**src/rtl/rom_arbiter.sv**
```systemverilog
// Two-port arbiter for a shared combinational-read ROM. It serves a fetch port and a
// data-constant port, and bounds fetch starvation of the data port with a burst counter.
module rom_arbiter #(
    parameter int ADDR_W      = 10,
    parameter int DATA_W      = 32,
    parameter int FETCH_BURST = 4
) (
    input  logic              clk,
    input  logic              rst_n,
    // Fetch port
    input  logic              if_req,
    input  logic [ADDR_W-1:0] if_addr,
    input  logic              if_flush,
    output logic              if_gnt,
    output logic              if_rvalid,
    output logic [DATA_W-1:0] if_rdata,
    // Data port
    input  logic              dm_req,
    input  logic [ADDR_W-1:0] dm_addr,
    output logic              dm_gnt,
    output logic              dm_rvalid,
    output logic [DATA_W-1:0] dm_rdata,
    // Shared ROM
    output logic [ADDR_W-1:0] rom_addr,
    input  logic [DATA_W-1:0] rom_data,
    // Last-grant state, also usable as FSM debug view
    output logic [1:0]        owner
);

    // Handshake: a requester holds req/addr until it sees gnt in the same cycle;
    // req & gnt is the transfer, and the matching rvalid pulses exactly one cycle later.

    typedef enum logic [1:0] {
        OWN_IDLE  = 2'b00,
        OWN_FETCH = 2'b01,
        OWN_DATA  = 2'b10
    } owner_e;

    owner_e            state_q, state_d;
    logic [3:0]        burst_q, burst_d;
    logic [ADDR_W-1:0] addr_q, addr_d;
    logic              if_rvalid_q, if_rvalid_d;
    logic              dm_rvalid_q, dm_rvalid_d;
    logic [DATA_W-1:0] if_rdata_q, if_rdata_d;
    logic [DATA_W-1:0] dm_rdata_q, dm_rdata_d;

    logic fetch_elig;
    logic data_elig;
    logic fetch_wins;
    logic if_gnt_c;
    logic dm_gnt_c;

    // Grant selection; nothing is granted while reset is held
    always_comb begin
        fetch_elig = if_req & ~if_flush;
        data_elig  = dm_req;
        fetch_wins = (burst_q < 4'(FETCH_BURST));
        if_gnt_c   = 1'b0;
        dm_gnt_c   = 1'b0;
        if (rst_n) begin
            if (fetch_elig && (!data_elig || fetch_wins)) begin
                if_gnt_c = 1'b1;
            end else if (data_elig) begin
                dm_gnt_c = 1'b1;
            end
        end
    end

    assign if_gnt = if_gnt_c;
    assign dm_gnt = dm_gnt_c;

    // ROM address: the granted port drives it, otherwise the last granted address is replayed
    always_comb begin
        addr_d = addr_q;
        if (if_gnt_c) begin
            addr_d = if_addr;
        end else if (dm_gnt_c) begin
            addr_d = dm_addr;
        end
    end

    assign rom_addr = addr_d;

    // Burst counter only runs while the data port is actually waiting
    always_comb begin
        burst_d = burst_q;
        if (!dm_req || dm_gnt_c || if_flush) begin
            burst_d = 4'd0;
        end else if (if_gnt_c && (burst_q < 4'(FETCH_BURST))) begin
            burst_d = burst_q + 4'd1;
        end
    end

    always_comb begin
        if_rvalid_d = if_gnt_c;
        dm_rvalid_d = dm_gnt_c;
        if_rdata_d  = if_rdata_q;
        dm_rdata_d  = dm_rdata_q;
        if (if_gnt_c) begin
            if_rdata_d = rom_data;
        end
        if (dm_gnt_c) begin
            dm_rdata_d = rom_data;
        end
    end

    always_comb begin
        state_d = OWN_IDLE;
        if (if_gnt_c) begin
            state_d = OWN_FETCH;
        end else if (dm_gnt_c) begin
            state_d = OWN_DATA;
        end
    end

    always_ff @(posedge clk) begin
        if (!rst_n) begin
            state_q     <= OWN_IDLE;
            burst_q     <= 4'd0;
            addr_q      <= '0;
            if_rvalid_q <= 1'b0;
            dm_rvalid_q <= 1'b0;
            if_rdata_q  <= '0;
            dm_rdata_q  <= '0;
        end else begin
            state_q     <= state_d;
            burst_q     <= burst_d;
            addr_q      <= addr_d;
            if_rvalid_q <= if_rvalid_d;
            dm_rvalid_q <= dm_rvalid_d;
            if_rdata_q  <= if_rdata_d;
            dm_rdata_q  <= dm_rdata_d;
        end
    end

    assign if_rvalid = if_rvalid_q;
    assign dm_rvalid = dm_rvalid_q;
    assign if_rdata  = if_rdata_q;
    assign dm_rdata  = dm_rdata_q;
    assign owner     = state_q;

endmodule

```
**config.mk**
```make
export PLATFORM = sky130hd
export DESIGN_NAME = rom_arbiter
export DESIGN_NICKNAME = d
export VERILOG_FILES = /design/src/rtl/rom_arbiter.sv
export SDC_FILE = /design/constraint.sdc
export NUM_CORES = 1
export LEC_CHECK = 0
export BUFFER_PORTS_ARGS = -buffer_cell sky130_fd_sc_hd__buf_4
export CORE_UTILIZATION = 42
export CTS_CLUSTER_DIAMETER = 120
export DETAILED_ROUTE_END_ITERATION = 16
export GPL_ROUTABILITY_DRIVEN = 1
export PLACE_DENSITY = 0.74
export SETUP_SLACK_MARGIN = 0.2
export SLEW_MARGIN = 20
export SYNTH_ARGS = -nofsm -noshare
export SYNTH_HDL_FRONTEND = slang
export SYNTH_SLANG_ARGS = --single-unit
```
**constraint.sdc**
```tcl
create_clock -name clk -period 3.1 [get_ports clk]
set_input_delay 0.155 -clock clk [delete_from_list [all_inputs] [get_ports clk]]
set_output_delay 0.155 -clock clk [all_outputs]
set_load 0.02 [all_outputs]
```
== After elaboration in Yosys (flattened, before gate mapping) ==
Index checks and enable logic that the tools add are counted.

* Memory bits (writable): 0
* ROM bits: 0
* Latch bits: 0
* Word-level logic and storage cells: 30
* Register bits after elaboration: 82
* Memories: 0

* Shifts and indexed selects: 0
* Bitwise gates (word level): 3
* $add $sub $neg: 1
* Div/mod/pow operators: 0
* Magnitude comparators: 1
* Eq/ne operators: 0
* Reduce and logical (&&, ||, !) cells: 8
* Multiplexer cells: 9
* Multiply operators: 0

{| class="wikitable"
|+ Operator list
! cell !! count
|-
| 10-bit two-way mux || 2
|-
| 1-bit two-way mux || 6
|-
| 4-bit by 1-bit adder with 4-bit output (second input constant) || 1
|-
| 4-bit by 3-bit < comparator with 1-bit output (second input constant) || 1
|-
| 2-bit OR reduction || 2
|-
| 1-bit logical OR || 3
|-
| 1-bit logical AND || 2
|-
| 2-bit two-way mux || 1
|-
| 1-bit inverter || 2
|-
| 1-bit AND || 1
|-
| 1-bit logical NOT || 1
|}

== Logic depth before layout (Yosys ltp) ==
Gate-level depths: netlist of the first run.

* Depth after elaboration: 8
* Mapped depth: 7
* Mapped depth without buffers: 4

== Least setup slack after synthesis of the first run ==
OpenSTA, ideal clock, no wires.

* Path type: register -> output
* From: reg burst_q[3]
* To: out rom_addr[0]
* Arrival: 1.460 ns
* Stages on the path, launching flop included: 6
* Data required time: 2.945 ns
* Path buffers: 2
* Setup slack: 1.485 ns
* Cells stage by stage: dfxtp_1 o21a_1 or2_1 buf_4 buf_2 a31oi_1

* Word-level cells in the longest chain between the ends: 7

{| class="wikitable"
|+ Ends and longest elaborated chain
! item !! line !! RTL
|-
| start, declared || 40 || <nowiki>logic [3:0] burst_q, burst_d;</nowiki>
|-
| start signal, assigned || 127 || <nowiki>burst_q <= burst_d;</nowiki>
|-
| 4-bit by 3-bit < comparator with 1-bit output * || 57 || <nowiki>fetch_wins = (burst_q < 4'(FETCH_BURST));</nowiki>
|-
| 1-bit logical OR * || 61 || <nowiki>if (fetch_elig && (!data_elig || fetch_wins)) begin</nowiki>
|-
| 1-bit logical AND * || 61 ||
|-
| 1-bit two-way mux || 61 ||
|-
| 1-bit two-way mux || 60 || <nowiki>if (rst_n) begin</nowiki>
|-
| 10-bit two-way mux || 77 || <nowiki>end else if (dm_gnt_c) begin</nowiki>
|-
| 10-bit two-way mux * || 75 || <nowiki>if (if_gnt_c) begin</nowiki>
|-
| end, declared || 24 || <nowiki>output logic [ADDR_W-1:0] rom_addr,</nowiki>
|}

Mark *: on every way between the ends. The rest lies on a longest branch, timed or not.

== Final worst setup path of the first run ==
* From: reg burst_q[3]
* To: out rom_addr[6]

Same word-level chain as after synthesis.

==> summary.txt, run 1 <==
Timing
  • RSZ-0062 raised after global routing: false
  • Clock Skews: 0.0105 ns
  • Final period util: 0.858
  • Slew HR: 0.315
  • Final-report hold violation count: 0
  • Endpoints failing setup: 0
  • Setup TNS: 0 ns
  • Slew Limit Fails: 0
  • Worst Tran Pin Value: between 1 and 1.5 ns
  • Top achievable clock speed: 376 MHz
  • Final min period: roughly 2.7 ns

Synthesis
  • YS warnings: 0
  • Async SR Flop Fraction: 0
  • Syn nets: about 370
  • Synth area leaders: dfxtp_1, a22o_1, nand3_1
  • Syn Area/Cell: between 9 and 10 µm²
  • Mapped cell area: approximately 0.003 mm²
  • Syn Inst Count: about 320
  • Area leader, netlist: dfxtp_1
  • Synth top area share: 0.529
  • Predominant post-synthesis flop cell: dfxtp_1
  • Post-synth cell types: 33
  • Post-synth EDFFs: 0
  • Sequential area share after synthesis: 0.529
  • #FFs+latches synth: 81

Critical path
  • Kind of critical path: flop to primary output
  • CP endpoint kind: primary output
  • Critical Path Fanout Max: 42
  • Startpoint Class: flop
  • Required @ worst endpoint: between 2 and 3 ns
  • Slowest-stage cell, CP: or4b_2
  • Crit-path max cell delay: between 1 and 1.5 ns
  • Critical path arrival: ~2.5 ns
  • Crit-path cells: or4b_2 > nand3_1 > a31oi_1 > buf_4

Power and ir drop
  • Internal: 1820 µW
  • Clock Power Share: 0.374
  • Tot Pwr: 2450 µW
  • Power Dens Cells: between 500 and 600 mW/mm²
  • Static Leak: approximately 0.0019 µW
  • Switching fraction of total power: 0.259
  • Comb power frac: 0.164
  • Switching power: about 640 µW
  • Sequential share of power: 0.461
  • Peak supply drop: between 0.2 and 0.25 mV

Job
  • Max Cap Viol: 0

Finish
  • Seq. cell area: about 0.0016 mm²
  • Share of cells above drive strength 1: 0.383
  • Layout area overhead: 39.2%
  • Area of the multi-input gates: roughly 0.0012 mm²
  • Final cell count without fillers: about 540
  • Antenna fix cells: 0
  • Final Cell Area: 0.00426 mm²
  • # nets final: ~490
  • Fillers: 597

CTS
  • Clock sink count: around 80
  • Htree depth: 3
  • Hold_buf cts: 0
  • Num CTS Buffers: 9
  • Skew-Pair Late Insertion Delay: ~0.34 ns
  • Setup Buffers After CTS: 0
  • Clock root buffer: clkbuf_8
  • Clock transition at path regs: about 0.080 ns
  • Clock buffer depth: 2
  • CTS tree: yes

Die
  • Ports: approximately 140
  • Die Y: 87.4 µm
  • Die Width: 87.4 µm
  • Core ar.: 0.00691 mm²
  • Full die area: ~0.0076 mm²
  • Initial Util: 0.444
  • Cell row count: 30

Worst hold path
  • Hold crit path type: input pin to flop

GRT
  • Initial antenna violation count: 0
  • Largest net degree at the start of global routing: 43
  • GR Util All Layers: 0.210
  • Vias in the first global route: between 2,000 and 3,000
  • First-pass GRT wire length: 12.4 mm
  • Grt ovf: 0

Drt
  • WL/cell: approximately 15 µm
  • DRC: 0
  • Drt pass-1 iters: 4
  • DR vias: between 2,000 and 3,000
  • Final wirelength: 8.09 mm
  • Vias per cell: ~5.4
  • Final ANT Viol Nets: 0
  • 1st-iter DRT viols: around 120

Place
  • IO Port Bufs: between 100 and 150
  • Cell area after placement: just over 0.004 mm²
  • Post-DP HPWL: roughly 5.4 mm
  • Placed Cells incl. Taps: 519
  • Placer Congestion: ~0.76

Outcome
  • Status: finished, final reports clean
layout make-up:
type / count / share of cell area
sequential: 81 / 0.380
inverter: 5 / 0.00499
tap: 96 / 0.0282
clock inverter: 6 / 0.0270
timing repair buffer: 139 / 0.245
multi-input combinational: 198 / 0.285
clock buffer: 10 / 0.0299
cell usage in the layout (no fill, tap or decap), drive strengths merged, types with 2 or more instances in the layout:
master and count:
a22o 32, inv 5, buf 139, nor4b 4
a311oi 10, nor2 4, clkbuf 10, nand2 33
dfxtp 81, o21ai 42, bufinv 3, nor3 11
clkinv 2, nand3 42, a31oi 10
routing by layer:
metal | global-route usage | wire length (µm)
met5 | 0 | 0
met4 | 0.0864 | 119
met3 | 0.0417 | 638
met2 | 0.325 | 3740
met1 | 0.286 | 3590
power groups by stage:
stage | Sequential [µW] | Combinational [µW] | Clock, µW
finish | 1130 | 404 | 919
global route | 1140 | 433 | 982
CTS | 1130 | 405 | 940
detailed placement | 1150 | 404 | 0
global placement | 1150 | 400 | 0
floorplan | 1210 | 156 | 0
Yosys cell counts (5+ instances only):
cell	instances
dfxtp_1	81
buf_4	5
clkbuf_1	13
buf_2	5
o21ai_1	32
nand3_2	8
a311oi_1	10
o21ai_0	10
nor3_1	11
nand2_1	33
a31oi_1	10
a22o_1	32
nand3_1	34
final timing paths:
path / start / end / slack [ns] / depth (start not counted)
min: rom_data[6] / if_rdata[6] / 0.04 / 2
max reg2reg: burst_q[3] / addr_q[9] / 1.01 / 3
min reg2reg: dm_rdata[0] / dm_rdata[0] / 0.45 / 2
max: burst_q[3] / rom_addr[6] / 0.44 / 4
state kept, by name, indices dropped and copies added, names as in the netlist:
signal	flops
burst_q	4
owner	2
dm_rdata	32
addr_q	10
dm_rvalid	1
if_rdata	32
worst max-delay path, delay by kind of cell, from the launching register on:
family                 cells  cell delay (ns)
AND/OR/NAND/NOR            2             1.45
AO/OA/AOI/OAI              1             0.14
buffers and inverters      1             0.20
flip-flops                 1             0.38
kinds of logic (layout without fill, tap and decap cells):
group | Yosys count | after routing | share of synthesized area
xor+xnor | 1 | 1 | 0.00286
fa+ha+maj | 1 | 1 | 0.00408
other cells | 1 | 1 | 0.00122
buf+inv | 36 | 160 | 0.0755
compound gates | 97 | 97 | 0.216
simple gates | 98 | 98 | 0.171
flops | 81 | 81 | 0.529
repair_timing:
item | 4_1_cts | 5_1_grt
hold endpoints to repair | 0 | 0
gates resized for setup | 0 | 1
endpoints found under the setup margin | 0 | 1
per-stage QoR:
step           hold WS [ns]  utilization  setup slack [ns]
5_1_grt              0.0231        0.617             0.310
3_5_place_dp          0.386        0.582             0.770
4_1_cts              0.0183        0.617             0.390
6_report             0.0383        0.617             0.441
3_3_place_gp          0.384        0.582             0.840
2_1_floorplan         0.231            -              1.49
(Power assumes the default switching activity.)
==> inputs of run 2 (changes only) <==
GPL_TIMING_DRIVEN = 0   (was not set)
==> run 2 against run 1 <==
Global-route usage rose by 2.3 points. Sequential share of layout area shrank 1.1 points. First-iteration DRC count shrank 24%. Count of clock-buffer cells in the layout up 1. Worst setup slack improved by 0.56 ns. Clock power down 17%. Power shrank 5.4%.
==> summary.txt, run 2 (synthesis gave the netlist of run 1 again) <==
Drt
  • WL/cell: 15.6 µm (was 15.1 µm)
  • Vias per cell: 5.18 (was 5.36)
  • DR vias: 2,912 (was 2,868)
  • Drt pass-1 iters: 4 (unchanged)
  • Final wirelength: 8.76 mm (was 8.09 mm)
  • Final ANT Viol Nets: 0 (unchanged)
  • DRC: 0 (unchanged)
  • 1st-iter DRT viols: 88 (was 116)

Finish
  • Final Cell Area: 0.00439 mm² (was 0.00426 mm²)
  • # nets final: 519 (was 492)
  • Antenna fix cells: 0 (unchanged)
  • Fillers: 611 (was 597)
  • Share of cells above drive strength 1: 0.380 (was 0.383)
  • Layout area overhead: 43.4% (was 39.2%)
  • Seq. cell area: 0.00162 mm² (unchanged)
  • Area of the multi-input gates: 0.00121 mm² (about the same)
  • Commonest non-fill, non-tap cells in the layout: buf_4, dfxtp_1, nand3_1 (unchanged)
  • Commonest non-fill, non-tap cell in the layout: buf_4 (unchanged)

GRT
  • Initial antenna violation count: 0 (unchanged)
  • Vias in the first global route: 2,772 (was 2,581)
  • GR Util All Layers: 0.233 (was 0.210)
  • Largest net degree at the start of global routing: 14 (was 43)
  • First-pass GRT wire length: 13.6 mm (was 12.4 mm)
  • Grt ovf: 0 (unchanged)

Worst hold path
  • Hold crit path type: input pin to flop (unchanged)

Timing
  • Final-report hold violation count: 0 (unchanged)
  • Final period util: 0.679 (was 0.858)
  • Endpoints failing setup: 0 (unchanged)
  • Top achievable clock speed: 475 MHz (was 376 MHz)
  • Clock Skews: 0.00883 ns (was 0.0105 ns)
  • Slew HR: 0.630 (was 0.315)
  • RSZ-0062 raised after global routing: false (unchanged)
  • Slew Limit Fails: 0 (unchanged)
  • Final min period: 2.10 ns (was 2.66 ns)
  • Worst Tran Pin Value: 0.554 ns (was 1.03 ns)
  • Setup TNS: 0 ns (unchanged)
  • Hold_ws: 0.0311 ns (was 0.0383 ns)

Critical path
  • Critical Path Fanout Max: 10 (was 42)
  • Startpoint Class: flop (unchanged)
  • Critical path endpoint: rom_addr[6] (unchanged)
  • FF-to-FF setup slack: 1.41 ns (was 1.01 ns)
  • Reg2Reg Capture Point: dm_rdata[18] (was addr_q[9])
  • Reg2reg start: burst_q[2] (was burst_q[3])
  • CP endpoint kind: primary output (unchanged)
  • Worst r2r path cells: 4 (was 3)
  • Critical path arrival: 1.95 ns (was 2.50 ns)
  • Kind of critical path: flop to primary output (unchanged)
  • Required @ worst endpoint: 2.94 ns (about the same)
  • Worst setup path start: burst_q[3] (unchanged)

Outcome
  • Status: finished, final reports clean (unchanged)

Die
  • Initial Util: 0.444 (unchanged)
  • Core ar.: 0.00691 mm² (unchanged)
  • Die Y: 87.4 µm (unchanged)
  • Full die area: 0.00764 mm² (unchanged)
  • Ports: 137 (unchanged)
  • Cell row count: 30 (unchanged)
  • Die Width: 87.4 µm (unchanged)

CTS
  • Clock root buffer: clkbuf_8 (unchanged)
  • Hold_buf cts: 0 (unchanged)
  • Clock buffer depth: 2 (unchanged)
  • Htree depth: 3 (unchanged)
  • Clock transition at path regs: 0.08 ns (about the same)
  • Clock sink count: 81 (unchanged)
  • Skew-Pair Late Insertion Delay: 0.35 ns (was 0.34 ns)
  • Setup Buffers After CTS: 0 (unchanged)
  • Post-CTS resize count: 0 (unchanged)
  • CTS tree: yes (unchanged)
  • Num CTS Buffers: 9 (unchanged)

Power and ir drop
  • Static Leak: 0.00194 µW (was 0.00187 µW)
  • Power Dens Cells: 528 mW/mm² (was 576 mW/mm²)
  • Peak supply drop: 0.309 mV (was 0.244 mV)

Place
  • Cell area after placement: 0.00420 mm² (was 0.00402 mm²)
  • Post-DP HPWL: 6.31 mm (was 5.43 mm)
  • Placer Congestion: 0.741 (was 0.763)
  • IO Port Bufs: 135 (was 136)

Job
  • Max Cap Viol: 0 (unchanged)
run 2: final cells by class:
| cell class | instances | share of cell area |
|---|---|---|
| tap | 96 | 0.0273 |
| timing repair buffer | 135 | 0.231 |
| multi-input combinational | 198 | 0.276 |
| clock buffer | 11 | 0.0322 |
| inverter | 5 | 0.00484 |
| sequential | 81 | 0.369 |
| clock inverter | 5 | 0.0125 |
| buffer | 31 | 0.0478 |
run 2: per-stage QoR:
step / total power (µW) / std cells / worst slack (ns) / util
floorplan: 1370 / 315 / 1.49 / -
global placement: 1570 / 546 / 1.38 / 0.608
detailed placement: 1580 / 546 / 1.37 / 0.608
CTS: 2330 / 562 / 0.998 / 0.636
global route: 2410 / 562 / 0.829 / 0.636
finish: 2320 / 562 / 0.996 / 0.636
run 2: report_power, final:
group	total, µW	switching (µW)	internal, µW
Sequential	1130	30.6	1100
Clock	766	374	392
Combinational	425	233	192
Total	2320	637	1680
run 2: worst max-delay path, stage by stage, from the launching register on:
cell and delay (ns):
dfxtp_1 0.45, o21a_1 0.20, clkbuf_1 0.40, nor3_1 0.15, a31oi_1 0.22, buf_4 0.18
run 2: worst min path at each step:
stage	from	cells past startpoint	slack, ns	to
finish	rom_data[29]	2	0.03	if_rdata[29]
global route	rom_data[30]	2	0.02	if_rdata[30]
CTS	rom_data[30]	2	0.01	if_rdata[30]
detailed placement	rom_data[30]	2	0.38	if_rdata[30]
global placement	rom_data[21]	2	0.38	if_rdata[21]
floorplan	if_flush	1	0.23	burst_q[0]
run 2: routing by layer:
| layer | global-route usage | routed length [µm] | up-vias |
|---|---|---|---|
| met5 | 0 | 0 | - |
| met1 | 0.299 | 4000 | 1375 |
| met4 | 0.0909 | 82 | 0 |
| met3 | 0.0597 | 565 | 7 |
| met2 | 0.373 | 4110 | 93 |
| li1 | - | - | 1437 |
==> inputs of run 3 (changes only) <==
clock period = 1.94 ns   (was 3.1 ns; I/O delays follow)
==> run 3 against run 2 <==
The flow now finishes with violations (negative setup slack). Sequential power rose by 60%. First-iteration DRC count rose by 23%. Flip-flop and latch count did not move. Non-clock buffer count up 64. Clock power is 61% higher. Global-route usage increased by 4.4 points. Register-to-register slack worse by 1.3 ns. Worst hold slack gained 0.027 ns. Final cell count is 11% higher. Critical path depth rose by 1. Sequential share of layout area shrank 6.3 points. Critical endpoint is now rom_addr[2]. Largest power group unchanged.
==> summary.txt, run 3 (synthesis gave the netlist of run 1 again) <==
Finish
  • Commonest non-fill, non-tap cell in the layout: buf_4 (unchanged)
  • Antenna fix cells: 0 (unchanged)
  • Fillers: 460 (was 611)
  • Layout area overhead: 73.9% (was 43.4%)
  • Commonest non-fill, non-tap cells in the layout: buf_4, dfxtp_1, o21ai_1 (was buf_4, dfxtp_1, nand3_1)
  • Share of cells above drive strength 1: 0.455 (was 0.380)
  • Area of the multi-input gates: 0.00146 mm² (was 0.00121 mm²)
  • Final cell count without fillers: 626 (was 562)
  • # nets final: 583 (was 519)
  • Seq. cell area: 0.00163 mm² (was 0.00162 mm²)

Die
  • Core ar.: 0.00691 mm² (unchanged)
  • Cell row count: 30 (unchanged)
  • Die Width: 87.4 µm (unchanged)
  • Initial Util: 0.444 (unchanged)
  • Full die area: 0.00764 mm² (unchanged)
  • Ports: 137 (unchanged)
  • Die Y: 87.4 µm (unchanged)

CTS
  • Htree depth: 3 (unchanged)
  • Skew-Pair Late Insertion Delay: 0.35 ns (about the same)
  • Clock transition at path regs: 0.08 ns (about the same)
  • Clock buffer depth: 2 (unchanged)
  • Clock sink count: 81 (unchanged)
  • Num CTS Buffers: 9 (unchanged)
  • CTS tree: yes (unchanged)
  • Clock root buffer: clkbuf_8 (unchanged)

Drt
  • DRC: 0 (unchanged)
  • 1st-iter DRT viols: 108 (was 88)
  • Vias per cell: 5.31 (was 5.18)
  • Drt pass-1 iters: 4 (unchanged)
  • Final wirelength: 10.7 mm (was 8.76 mm)
  • DR vias: 3,322 (was 2,912)
  • Final ANT Viol Nets: 0 (unchanged)
  • WL/cell: 17.1 µm (was 15.6 µm)

Power and ir drop
  • Internal: 2810 µW (was 1680 µW)
  • Switching fraction of total power: 0.281 (was 0.274)
  • Power Dens Cells: 734 mW/mm² (was 528 mW/mm²)
  • Comb power frac: 0.223 (was 0.183)
  • Clock Power Share: 0.314 (was 0.330)
  • Static Leak: 0.00232 µW (was 0.00194 µW)
  • Peak supply drop: 0.524 mV (was 0.309 mV)
  • Switching power: 1100 µW (was 637 µW)
  • Sequential share of power: 0.463 (was 0.487)

GRT
  • Grt ovf: 0 (unchanged)
  • Largest net degree at the start of global routing: 14 (unchanged)
  • GR Util All Layers: 0.276 (was 0.233)
  • Vias in the first global route: 3,307 (was 2,772)
  • First-pass GRT wire length: 16.1 mm (was 13.6 mm)
  • Initial antenna violation count: 0 (unchanged)

Outcome
  • Violated checks: negative setup slack
  • Status: complete, but fails checks (was finished, final reports clean)

Timing
  • Final period util: 1.03
  • Final-report hold violation count: 0 (unchanged)
  • Clock Skews: 0.00785 ns (was 0.00883 ns)
  • Worst Tran Pin Value: 0.721 ns (was 0.554 ns)
  • RSZ-0062 raised after global routing: true (was false)
  • Slew HR: 0.520 (was 0.630)
  • Fin worst setup slack: -0.0537 ns (was 0.996 ns)
  • Slew Limit Fails: 0 (unchanged)
  • Top achievable clock speed: roughly 500 MHz
  • Final min period: 1.99 ns
  • Endpoints failing setup: 6 (was 0)

Critical path
  • Kind of critical path: flop to primary output (unchanged)
  • Worst r2r path cells: 10 (was 4)
  • Required @ worst endpoint: 1.84 ns (was 2.94 ns)
  • CP endpoint kind: primary output (unchanged)
  • Startpoint Class: flop (unchanged)
  • Critical path arrival: 1.90 ns (was 1.95 ns)
  • Critical Path Fanout Max: 5 (was 10)

Place
  • IO Port Bufs: 135 (unchanged)
  • Pre-CTS setup slack: 0.221 ns (was 1.37 ns)
  • Placed Cells incl. Taps: 546 (unchanged)
  • Post-DP HPWL: 6.31 mm (unchanged)
  • Placer Congestion: 0.741 (unchanged)

Worst hold path
  • Hold crit path type: input pin to flop (unchanged)
  • Hold Crit Depth: 2 (unchanged)

Job
  • Max Cap Viol: 0 (unchanged)
## run 3: cell types whose count changed in the layout (fill, tap and decap cells not counted), moves of 7 or more
cell / delta
buf_4: +14
dlygate4sd3_1: +33
o21ai_0: -8
buf_6: +16
nand3_1: -10
nand3_4: +7
## run 3: layer usage
metal / vias up / share of wire / GRT usage
li1: 1570 / - / -
met1: 1583 / 0.41 / 0.322
met2: 145 / 0.50 / 0.478
met3: 24 / 0.066 / 0.0654
met4: 0 / 0.022 / 0.130
met5: - / 0 / 0
## run 3: through the flow
step | TNS [ns] | hold WS [ns] | total power [µW] | utilization | area (µm²)
2_1_floorplan | 0 | 0.173 | 2190 | - | 3060
3_5_place_dp | 0 | 0.327 | 2530 | 0.608 | 4200
5_1_grt | -0.667 | 0.0437 | 4050 | 0.772 | 5330
6_report | -0.0989 | 0.0578 | 3910 | 0.772 | 5330
3_3_place_gp | 0 | 0.324 | 2510 | 0.608 | 4200
4_1_cts | 0 | 0.0477 | 3840 | 0.732 | 5050
## run 3: layout make-up
cell class                      instances  share of cell area
Timing Repair Buffer                  199               0.312
Sequential cell                        81               0.306
Multi-Input combinational cell        198               0.273
Buffer                                 31              0.0458
Clock buffer                           11              0.0265
Tap cell                               96              0.0225
Clock inverter                          5              0.0103
Inverter                                5             0.00446
## run 3: critical path, stage by stage, from the launching register on
cell and delay [ns]:
dfxtp_4 0.36, or4b_1 0.53, buf_6 0.16, buf_12 0.14
nand3_4 0.06, a31oi_1 0.11, buf_4 0.18
## run 3: what timing repair did
action                     4_1_cts  5_1_grt
gates resized for setup         28       58
pin swaps                       20       11
hold buffers                    33        0
hold endpoints to repair        64        0
buffers inserted                22        5
cloned                           2        2
setup endpoints to repair       12       32
## run 3: path summary, 6_finish.rpt
check	from	to	slack, ns
setup reg to reg	burst_q[2]	addr_q[9]	0.08
setup / recovery	burst_q[2]	rom_addr[2]	-0.05
hold reg to reg	dm_rdata[3]	dm_rdata[3]	0.45
hold / removal	dm_req	burst_q[0]	0.06
## run 3: power groups by stage
stage	Combinational (µW)	Clock [µW]	Sequential, µW
finish	871	1230	1810
global route	922	1300	1820
CTS	796	1240	1810
detailed placement	681	0	1850
global placement	670	0	1840
floorplan	249	0	1940
